### src/rtl/can_fifo_pkg.sv
// Shared definitions for the CAN message buffer: frame layout and pointer helpers.
package can_fifo_pkg;

  localparam int CAN_FRAME_W = 128;

  typedef struct packed {
    logic [28:0] pad;
    logic [28:0] id;
    logic        ide;
    logic        rtr;
    logic [3:0]  dlc;
    logic [63:0] data;
  } can_frame_t;

  // Advance a ring pointer, wrapping at depth-1 so non power-of-two depths work.
  function automatic int ptr_inc(input int ptr, input int depth);
    return (ptr == depth - 1) ? 0 : ptr + 1;
  endfunction

endpackage

### src/rtl/can_fifo_ram.sv
// Simple dual-port storage array: synchronous write, asynchronous read.
module can_fifo_ram #(
  parameter int DATA_WIDTH = 128,
  parameter int DEPTH      = 8
) (
  input  logic                     i_sys_clk,
  input  logic                     i_we,
  input  logic [$clog2(DEPTH)-1:0] i_waddr,
  input  logic [DATA_WIDTH-1:0]    i_wdata,
  input  logic [$clog2(DEPTH)-1:0] i_raddr,
  output logic [DATA_WIDTH-1:0]    o_rdata
);

  logic [DATA_WIDTH-1:0] mem [DEPTH];

  // NOTE: the array has no reset so it maps onto RAM/LUT storage; validity is tracked by the count.
  always_ff @(posedge i_sys_clk) begin
    if (i_we) mem[i_waddr] <= i_wdata;
  end

  assign o_rdata = mem[i_raddr];

endmodule

### src/rtl/can_msg_fifo.sv
// Parametrised Tx/Rx CAN message FIFO with occupancy, threshold flags, sticky errors,
// synchronous flush and standard or first-word-fall-through read.
module can_msg_fifo
  import can_fifo_pkg::*;
#(
  parameter int DATA_WIDTH    = CAN_FRAME_W,
  parameter int DEPTH         = 8,
  parameter int FWFT          = 0,
  parameter int AFULL_THRESH  = DEPTH - 1,
  parameter int AEMPTY_THRESH = 1
) (
  input  logic                         i_sys_clk,
  input  logic                         i_reset,
  input  logic                         i_flush,
  input  logic                         i_clr_err,
  input  logic                         i_wr_en,
  input  logic [DATA_WIDTH-1:0]        i_fifo_w_data,
  input  logic                         i_r_en,
  output logic [DATA_WIDTH-1:0]        o_fifo_r_data,
  output logic                         o_r_valid,
  output logic [$clog2(DEPTH+1)-1:0]   o_count,
  output logic                         o_full,
  output logic                         o_empty,
  output logic                         o_almost_full,
  output logic                         o_almost_empty,
  output logic                         o_overflow,
  output logic                         o_underflow
);

  localparam int PW = $clog2(DEPTH);
  localparam int CW = $clog2(DEPTH + 1);
  localparam logic [CW-1:0] FULL_CNT  = CW'(DEPTH);
  localparam logic [CW-1:0] AFULL_CNT = CW'(AFULL_THRESH);
  localparam logic [CW-1:0] AEMPT_CNT = CW'(AEMPTY_THRESH);

  if (DEPTH < 2) begin : g_chk_depth
    $error("can_msg_fifo: DEPTH must be >= 2");
  end
  if (AFULL_THRESH > DEPTH) begin : g_chk_afull
    $error("can_msg_fifo: AFULL_THRESH must be <= DEPTH");
  end
  if (AEMPTY_THRESH >= DEPTH) begin : g_chk_aempty
    $error("can_msg_fifo: AEMPTY_THRESH must be < DEPTH");
  end

  logic [PW-1:0]         wr_ptr, rd_ptr;
  logic [CW-1:0]         count;
  logic                  overflow_q, underflow_q;
  logic                  empty, full;
  logic                  rd_acc, wr_acc;
  logic                  mem_we;
  logic [DATA_WIDTH-1:0] ram_rdata;

  assign empty = (count == '0);
  assign full  = (count == FULL_CNT);

  // A full FIFO still takes a write when a read frees a slot on the same edge.
  assign rd_acc = i_r_en & ~empty;
  assign wr_acc = i_wr_en & (~full | rd_acc);
  assign mem_we = wr_acc & ~i_flush & ~i_reset;

  can_fifo_ram #(
    .DATA_WIDTH (DATA_WIDTH),
    .DEPTH      (DEPTH)
  ) u_ram (
    .i_sys_clk (i_sys_clk),
    .i_we      (mem_we),
    .i_waddr   (wr_ptr),
    .i_wdata   (i_fifo_w_data),
    .i_raddr   (rd_ptr),
    .o_rdata   (ram_rdata)
  );

  // NOTE: sequential state uses non-blocking assignments so every register sees pre-edge values.
  always_ff @(posedge i_sys_clk) begin
    if (i_reset) begin
      wr_ptr      <= '0;
      rd_ptr      <= '0;
      count       <= '0;
      overflow_q  <= 1'b0;
      underflow_q <= 1'b0;
    end else begin
      if (i_flush) begin
        wr_ptr <= '0;
        rd_ptr <= '0;
        count  <= '0;
      end else begin
        if (wr_acc) wr_ptr <= PW'(ptr_inc(int'(wr_ptr), DEPTH));
        if (rd_acc) rd_ptr <= PW'(ptr_inc(int'(rd_ptr), DEPTH));
        case ({wr_acc, rd_acc})
          2'b10:   count <= count + 1'b1;
          2'b01:   count <= count - 1'b1;
          default: count <= count;
        endcase
      end

      // Set beats clear; requests swallowed by a flush never raise an error.
      if (i_wr_en & ~wr_acc & ~i_flush) overflow_q <= 1'b1;
      else if (i_clr_err)               overflow_q <= 1'b0;
      if (i_r_en & ~rd_acc & ~i_flush)  underflow_q <= 1'b1;
      else if (i_clr_err)               underflow_q <= 1'b0;
    end
  end

  if (FWFT != 0) begin : g_fwft
    assign o_r_valid     = ~empty;
    assign o_fifo_r_data = empty ? '0 : ram_rdata;
  end else begin : g_std
    logic                  r_valid_q;
    logic [DATA_WIDTH-1:0] r_data_q;

    always_ff @(posedge i_sys_clk) begin
      if (i_reset) begin
        r_valid_q <= 1'b0;
        r_data_q  <= '0;
      end else if (i_flush) begin
        r_valid_q <= 1'b0;
      end else begin
        r_valid_q <= rd_acc;
        if (rd_acc) r_data_q <= ram_rdata;
      end
    end

    assign o_r_valid     = r_valid_q;
    assign o_fifo_r_data = r_data_q;
  end

  assign o_count        = count;
  assign o_full         = full;
  assign o_empty        = empty;
  assign o_almost_full  = (count >= AFULL_CNT);
  assign o_almost_empty = (count <= AEMPT_CNT);
  assign o_overflow     = overflow_q;
  assign o_underflow    = underflow_q;

endmodule
### config.mk
export PLATFORM = sky130hd
export DESIGN_NAME = can_msg_fifo
export DESIGN_NICKNAME = d
export VERILOG_FILES = /design/src/rtl/can_fifo_pkg.sv /design/src/rtl/can_fifo_ram.sv /design/src/rtl/can_msg_fifo.sv
export SDC_FILE = /design/constraint.sdc
export NUM_CORES = 1
export LEC_CHECK = 0
export BUFFER_PORTS_ARGS = -buffer_cell sky130_fd_sc_hd__buf_4
export CAP_MARGIN = 10
export CORE_MARGIN = 2
export CORE_UTILIZATION = 45
export CTS_BUF_LIST = sky130_fd_sc_hd__clkbuf_8
export DETAILED_ROUTE_END_ITERATION = 16
export GPL_TIMING_DRIVEN = 0
export PLACE_DENSITY = 0.68
export SLEW_MARGIN = 25
export SYNTH_ARGS = -nofsm -noshare
export SYNTH_HDL_FRONTEND = slang
export SYNTH_SLANG_ARGS = --single-unit
### constraint.sdc
create_clock -name i_sys_clk -period 20.1 [get_ports i_sys_clk]
set_input_delay 5.025 -clock i_sys_clk [delete_from_list [all_inputs] [get_ports i_sys_clk]]
set_output_delay 5.025 -clock i_sys_clk [all_outputs]
set_load 0.02 [all_outputs]
==> report_table.html <==
<table>
<tr><th>Metric</th><th>Value</th></tr>
<tr><th colspan="2">Synthesis</th></tr>
<tr><td>Flip-flop and latch count after synthesis</td><td>1165</td></tr>
<tr><td>Post-Synthesis Cells</td><td>2308</td></tr>
<tr><td>Mean area per synthesized cell</td><td>18.7 µm²</td></tr>
<tr><td>Distinct cell type count of the synthesized netlist</td><td>40</td></tr>
<tr><td>Library cell with the largest summed area after synthesis</td><td>sky130_fd_sc_hd__edfxtp_1</td></tr>
<tr><td>Post-Syn Nets</td><td>2449</td></tr>
<tr><td>Area of the mapped netlist</td><td>0.0433 mm²</td></tr>
<tr><td>Area fraction of the dominant cell type after synthesis</td><td>71.1%</td></tr>
<tr><td>Fraction of registers with async set/reset</td><td>0%</td></tr>
<tr><td>Cell types occupying the most area after synthesis</td><td>sky130_fd_sc_hd__edfxtp_1, sky130_fd_sc_hd__mux4_2, sky130_fd_sc_hd__dfxtp_1, sky130_fd_sc_hd__mux2i_1, sky130_fd_sc_hd__a211oi_1</td></tr>
<tr><td>Post-synthesis sequential area ratio</td><td>77.6%</td></tr>
<tr><td>Leading register cell type out of synthesis</td><td>sky130_fd_sc_hd__edfxtp_1</td></tr>
<tr><td>Syn. warnings</td><td>0</td></tr>
<tr><td>Count of flip-flops with a built-in enable after synthesis</td><td>1024</td></tr>
<tr><th colspan="2">Flow run</th></tr>
<tr><td>Max cap viols</td><td>0</td></tr>
<tr><th colspan="2">Drt</th></tr>
<tr><td>Total Routed Length</td><td>105000 µm</td></tr>
<tr><td>Number of design rule violations left after detail routing</td><td>0</td></tr>
<tr><td>Via density</td><td>5.53</td></tr>
<tr><td>Vias post-DR</td><td>23653</td></tr>
<tr><td>DRT iter0 DRCs</td><td>2074</td></tr>
<tr><td>Remaining antenna violation count</td><td>0</td></tr>
<tr><td>Detail-routed net length per standard cell</td><td>24.6 µm</td></tr>
<tr><td>Detailed-router iteration count before antenna repair</td><td>6</td></tr>
<tr><th colspan="2">Global routing</th></tr>
<tr><td>GR Util All Layers</td><td>21.3%</td></tr>
<tr><td>Global routing usage on met1</td><td>25.9%</td></tr>
<tr><td>Busiest metal layer after global routing</td><td>met2</td></tr>
<tr><td>GRT overflow</td><td>0</td></tr>
<tr><td>Met2 capacity usage during global routing</td><td>35.6%</td></tr>
<tr><td>Met3 usage</td><td>6.69%</td></tr>
<tr><td>Pin count of the biggest net entering global routing</td><td>21</td></tr>
<tr><td>Vias in the first global route</td><td>24408</td></tr>
<tr><td>First-pass GRT wire length</td><td>154000 µm</td></tr>
<tr><td>Number of antenna violations at the first check in global routing</td><td>20</td></tr>
<tr><th colspan="2">Clocking</th></tr>
<tr><td>Number of H-tree branching levels</td><td>4</td></tr>
<tr><td>Hold_buf cts</td><td>0</td></tr>
<tr><td>Post-cts sizing count</td><td>0</td></tr>
<tr><td>Number of post-CTS setup repair buffers</td><td>0</td></tr>
<tr><td>Clock Pin Slew Worst Setup and Hold Paths</td><td>0.06 ns</td></tr>
<tr><td>Clk Latency, worst-skew pair</td><td>0.84 ns</td></tr>
<tr><td>CTS Sinks</td><td>1165</td></tr>
<tr><td>Clock root buffer master</td><td>sky130_fd_sc_hd__clkbuf_8</td></tr>
<tr><td>Max Buffers Root-to-Sink</td><td>3</td></tr>
<tr><td>CTS tree</td><td>done</td></tr>
<tr><td>Clock buffer count from CTS</td><td>180</td></tr>
<tr><th colspan="2">Placement</th></tr>
<tr><td>Post-Place Setup Slack</td><td>11.57 ns</td></tr>
<tr><td>Port Buffer Count</td><td>270</td></tr>
<tr><td>Sum of net half-perimeters after detailed placement</td><td>70100 µm</td></tr>
<tr><td>Cell count after placement</td><td>3933</td></tr>
<tr><td>Gpl congestion</td><td>0.768</td></tr>
<tr><td>Post-detailed-placement cell area</td><td>0.0485 mm²</td></tr>
<tr><th colspan="2">Timing</th></tr>
<tr><td>Pins over their slew limit</td><td>0</td></tr>
<tr><td>Hold Fails Final Rpt</td><td>0</td></tr>
<tr><td># setup viols final</td><td>0</td></tr>
<tr><td>Sum Neg Setup Slack</td><td>0 ns</td></tr>
<tr><td>Final clock skew</td><td>0.0396 ns</td></tr>
<tr><td>Setup WS post-layout</td><td>12.44 ns</td></tr>
<tr><td>Period utilization</td><td>38.1%</td></tr>
<tr><td>Setup repair after global routing missed its margin</td><td>false</td></tr>
<tr><td>Final worst hold slack</td><td>0.489 ns</td></tr>
<tr><td>Min Tclk post-route</td><td>7.66 ns</td></tr>
<tr><td>Maximum operating frequency</td><td>0.131 GHz</td></tr>
<tr><td>Worst slew margin relative to its limit</td><td>46.1%</td></tr>
<tr><td>Worst-Margin Slew</td><td>0.808 ns</td></tr>
<tr><th colspan="2">Cells and area</th></tr>
<tr><td>Non-filler cells, final</td><td>4275</td></tr>
<tr><td>Net count reported at finish</td><td>2991</td></tr>
<tr><td>Area Overhead vs Synth</td><td>20.0%</td></tr>
<tr><td>Post-route standard cell area excluding fillers</td><td>0.0519 mm²</td></tr>
<tr><td>Fraction of final layout cells with drive strength greater than 1</td><td>27.7%</td></tr>
<tr><th colspan="2">Power</th></tr>
<tr><td>Peak ir drop on the vdd network</td><td>0.0502 mV</td></tr>
<tr><td>Leakage power</td><td>17.0 nW</td></tr>
<tr><td>Power density of the placed cells</td><td>89.6 mW/mm²</td></tr>
<tr><th colspan="2">Die</th></tr>
<tr><td>Core area</td><td>0.0952 mm²</td></tr>
<tr><td>Number of I/O pins</td><td>273</td></tr>
<tr><td>Effective utilization at floorplan</td><td>45.5%</td></tr>
<tr><td>Row count</td><td>113</td></tr>
<tr><td>DIE WIDTH</td><td>314 µm</td></tr>
<tr><td>DIE HEIGHT</td><td>314 µm</td></tr>
<tr><td>Area enclosed by the die boundary</td><td>0.0986 mm²</td></tr>
<tr><th colspan="2">Setup path</th></tr>
<tr><td>Depth of the worst register-to-register path</td><td>13</td></tr>
<tr><td>Crit-path max FO</td><td>8</td></tr>
<tr><td>Critical path capture point type</td><td>register</td></tr>
<tr><td>Worst Setup Start Kind</td><td>input pin</td></tr>
<tr><td>Endpoint required time on the critical path</td><td>20.64 ns</td></tr>
<tr><td>Worst EP arrival</td><td>8.20 ns</td></tr>
<tr><td>Type of the worst setup path</td><td>input pin to register</td></tr>
<tr><th colspan="2">Hold path</th></tr>
<tr><td>Worst Hold Path Cells</td><td>2</td></tr>
<tr><td>Min-delay worst type</td><td>register to register</td></tr>
<tr><th colspan="2">Run status</th></tr>
<tr><td>Outcome</td><td>complete, no violations</td></tr>
</table>
## per-stage QoR
step | util, % | total power, mW
floorplan | - | 2.78
global placement | 49.3 | 2.86
detailed placement | 50.9 | 2.87
CTS | 54.5 | 4.69
global route | 54.5 | 4.81
finish | 54.5 | 4.65
## where the power goes
part	total, mW	switching (mW)	internal, mW
Combinational	0.159	0.0982	0.0607
Sequential	2.66	0.00995	2.65
Clock	1.83	0.899	0.931
## critical path, stage by stage
cell and delay, ns:
sky130_fd_sc_hd__clkbuf_1 0.31, sky130_fd_sc_hd__or2_2 0.42, sky130_fd_sc_hd__or3_1 0.51, sky130_fd_sc_hd__nor3_2 0.56, sky130_fd_sc_hd__buf_6 0.24, sky130_fd_sc_hd__buf_4 0.20
sky130_fd_sc_hd__buf_6 0.16, sky130_fd_sc_hd__buf_4 0.19, sky130_fd_sc_hd__buf_4 0.21, sky130_fd_sc_hd__buf_4 0.19, sky130_fd_sc_hd__buf_6 0.15
## cells in the mapped netlist, types with 2 or more instances
master	count
sky130_fd_sc_hd__a211oi_1	128
sky130_fd_sc_hd__a21oi_1	9
sky130_fd_sc_hd__a22oi_1	2
sky130_fd_sc_hd__buf_1	10
sky130_fd_sc_hd__buf_2	75
sky130_fd_sc_hd__buf_4	2
sky130_fd_sc_hd__buf_6	12
sky130_fd_sc_hd__clkbuf_1	49
sky130_fd_sc_hd__dfxtp_1	141
sky130_fd_sc_hd__edfxtp_1	1024
sky130_fd_sc_hd__ha_1	7
sky130_fd_sc_hd__inv_1	7
sky130_fd_sc_hd__mux2i_1	260
sky130_fd_sc_hd__mux4_2	128
sky130_fd_sc_hd__nand2_1	6
sky130_fd_sc_hd__nand2b_1	6
sky130_fd_sc_hd__nand3_1	2
sky130_fd_sc_hd__nor2_1	146
sky130_fd_sc_hd__nor2b_1	4
sky130_fd_sc_hd__nor3_1	133
sky130_fd_sc_hd__o21ai_0	2
sky130_fd_sc_hd__o21ai_1	2
sky130_fd_sc_hd__o22ai_1	130
sky130_fd_sc_hd__or2_2	2
sky130_fd_sc_hd__or3_1	5
sky130_fd_sc_hd__or3b_2	2
## routing by layer
| layer | part of all wire (%) | wire (µm) |
|---|---|---|
| met5 | 0.14 | 150 |
| met3 | 8.6 | 9010 |
| met1 | 38 | 40200 |
| met4 | 3.1 | 3300 |
| met2 | 50 | 52300 |
## placed cells by master, fill, tap and decap left out, drive strengths merged, types with 2 or more instances in the layout
cell type     n
clkinvlp      7
nor2        146
mux4        128
nand2b        7
buf         459
o22ai       130
or2           2
or3           5
nor3        133
a22oi         2
mux2i       260
or3b          2
clkbuf      252
nor2b         4
a21oi         9
dfxtp       141
inv          89
nand2         6
diode         7
a211oi      128
nand3         2
clkinv       43
ha            7
edfxtp     1024
o21ai         4
## state kept, by name, summed over array words and instances (netlist names)
| register | flops |
|---|---|
| u_ram.mem | 1024 |
| rd_ptr | 3 |
| o_count | 4 |
| o_fifo_r_data | 128 |
| wr_ptr | 3 |
| o_r_valid | 1 |
| o_overflow | 1 |
| o_underflow | 1 |
## logic make-up (layout without fill, tap and decap cells)
group / Yosys count / after routing / synth area share (%)
AOI/OAI and AO/OA: 281 / 281 / 4.44
xor gates and xnor gates: 1 / 1 / 0.0203
and+or+nand+nor: 311 / 311 / 3.26
other: 0 / 7 / 0
muxes: 388 / 388 / 12.7
DFF: 1165 / 1165 / 77.6
buffers and inverters: 155 / 850 / 1.79
adders and majority gates: 7 / 7 / 0.202
## layout make-up
class                           count  area (µm²)
Multi-Input combinational cell    988        8970
Antenna cell                        7        17.5
Sequential cell                  1165       33600
Inverter                            7        26.3
Clock inverter                    132         617
Buffer                            148         749
Tap cell                         1265        1580
Timing Repair Buffer              360        3560
Clock buffer                      203        2790
Fill cell                        7294       43300
## final timing paths
path / from / end / slack, ns
max: i_reset / u_ram.mem[0][92] / 12.44
min: o_fifo_r_data[124] / o_fifo_r_data[124] / 0.49
max reg2reg: o_count[1] / u_ram.mem[0][92] / 16.16
min reg2reg: o_fifo_r_data[124] / o_fifo_r_data[124] / 0.49
Note: power is estimated with default switching activity, not from simulation.
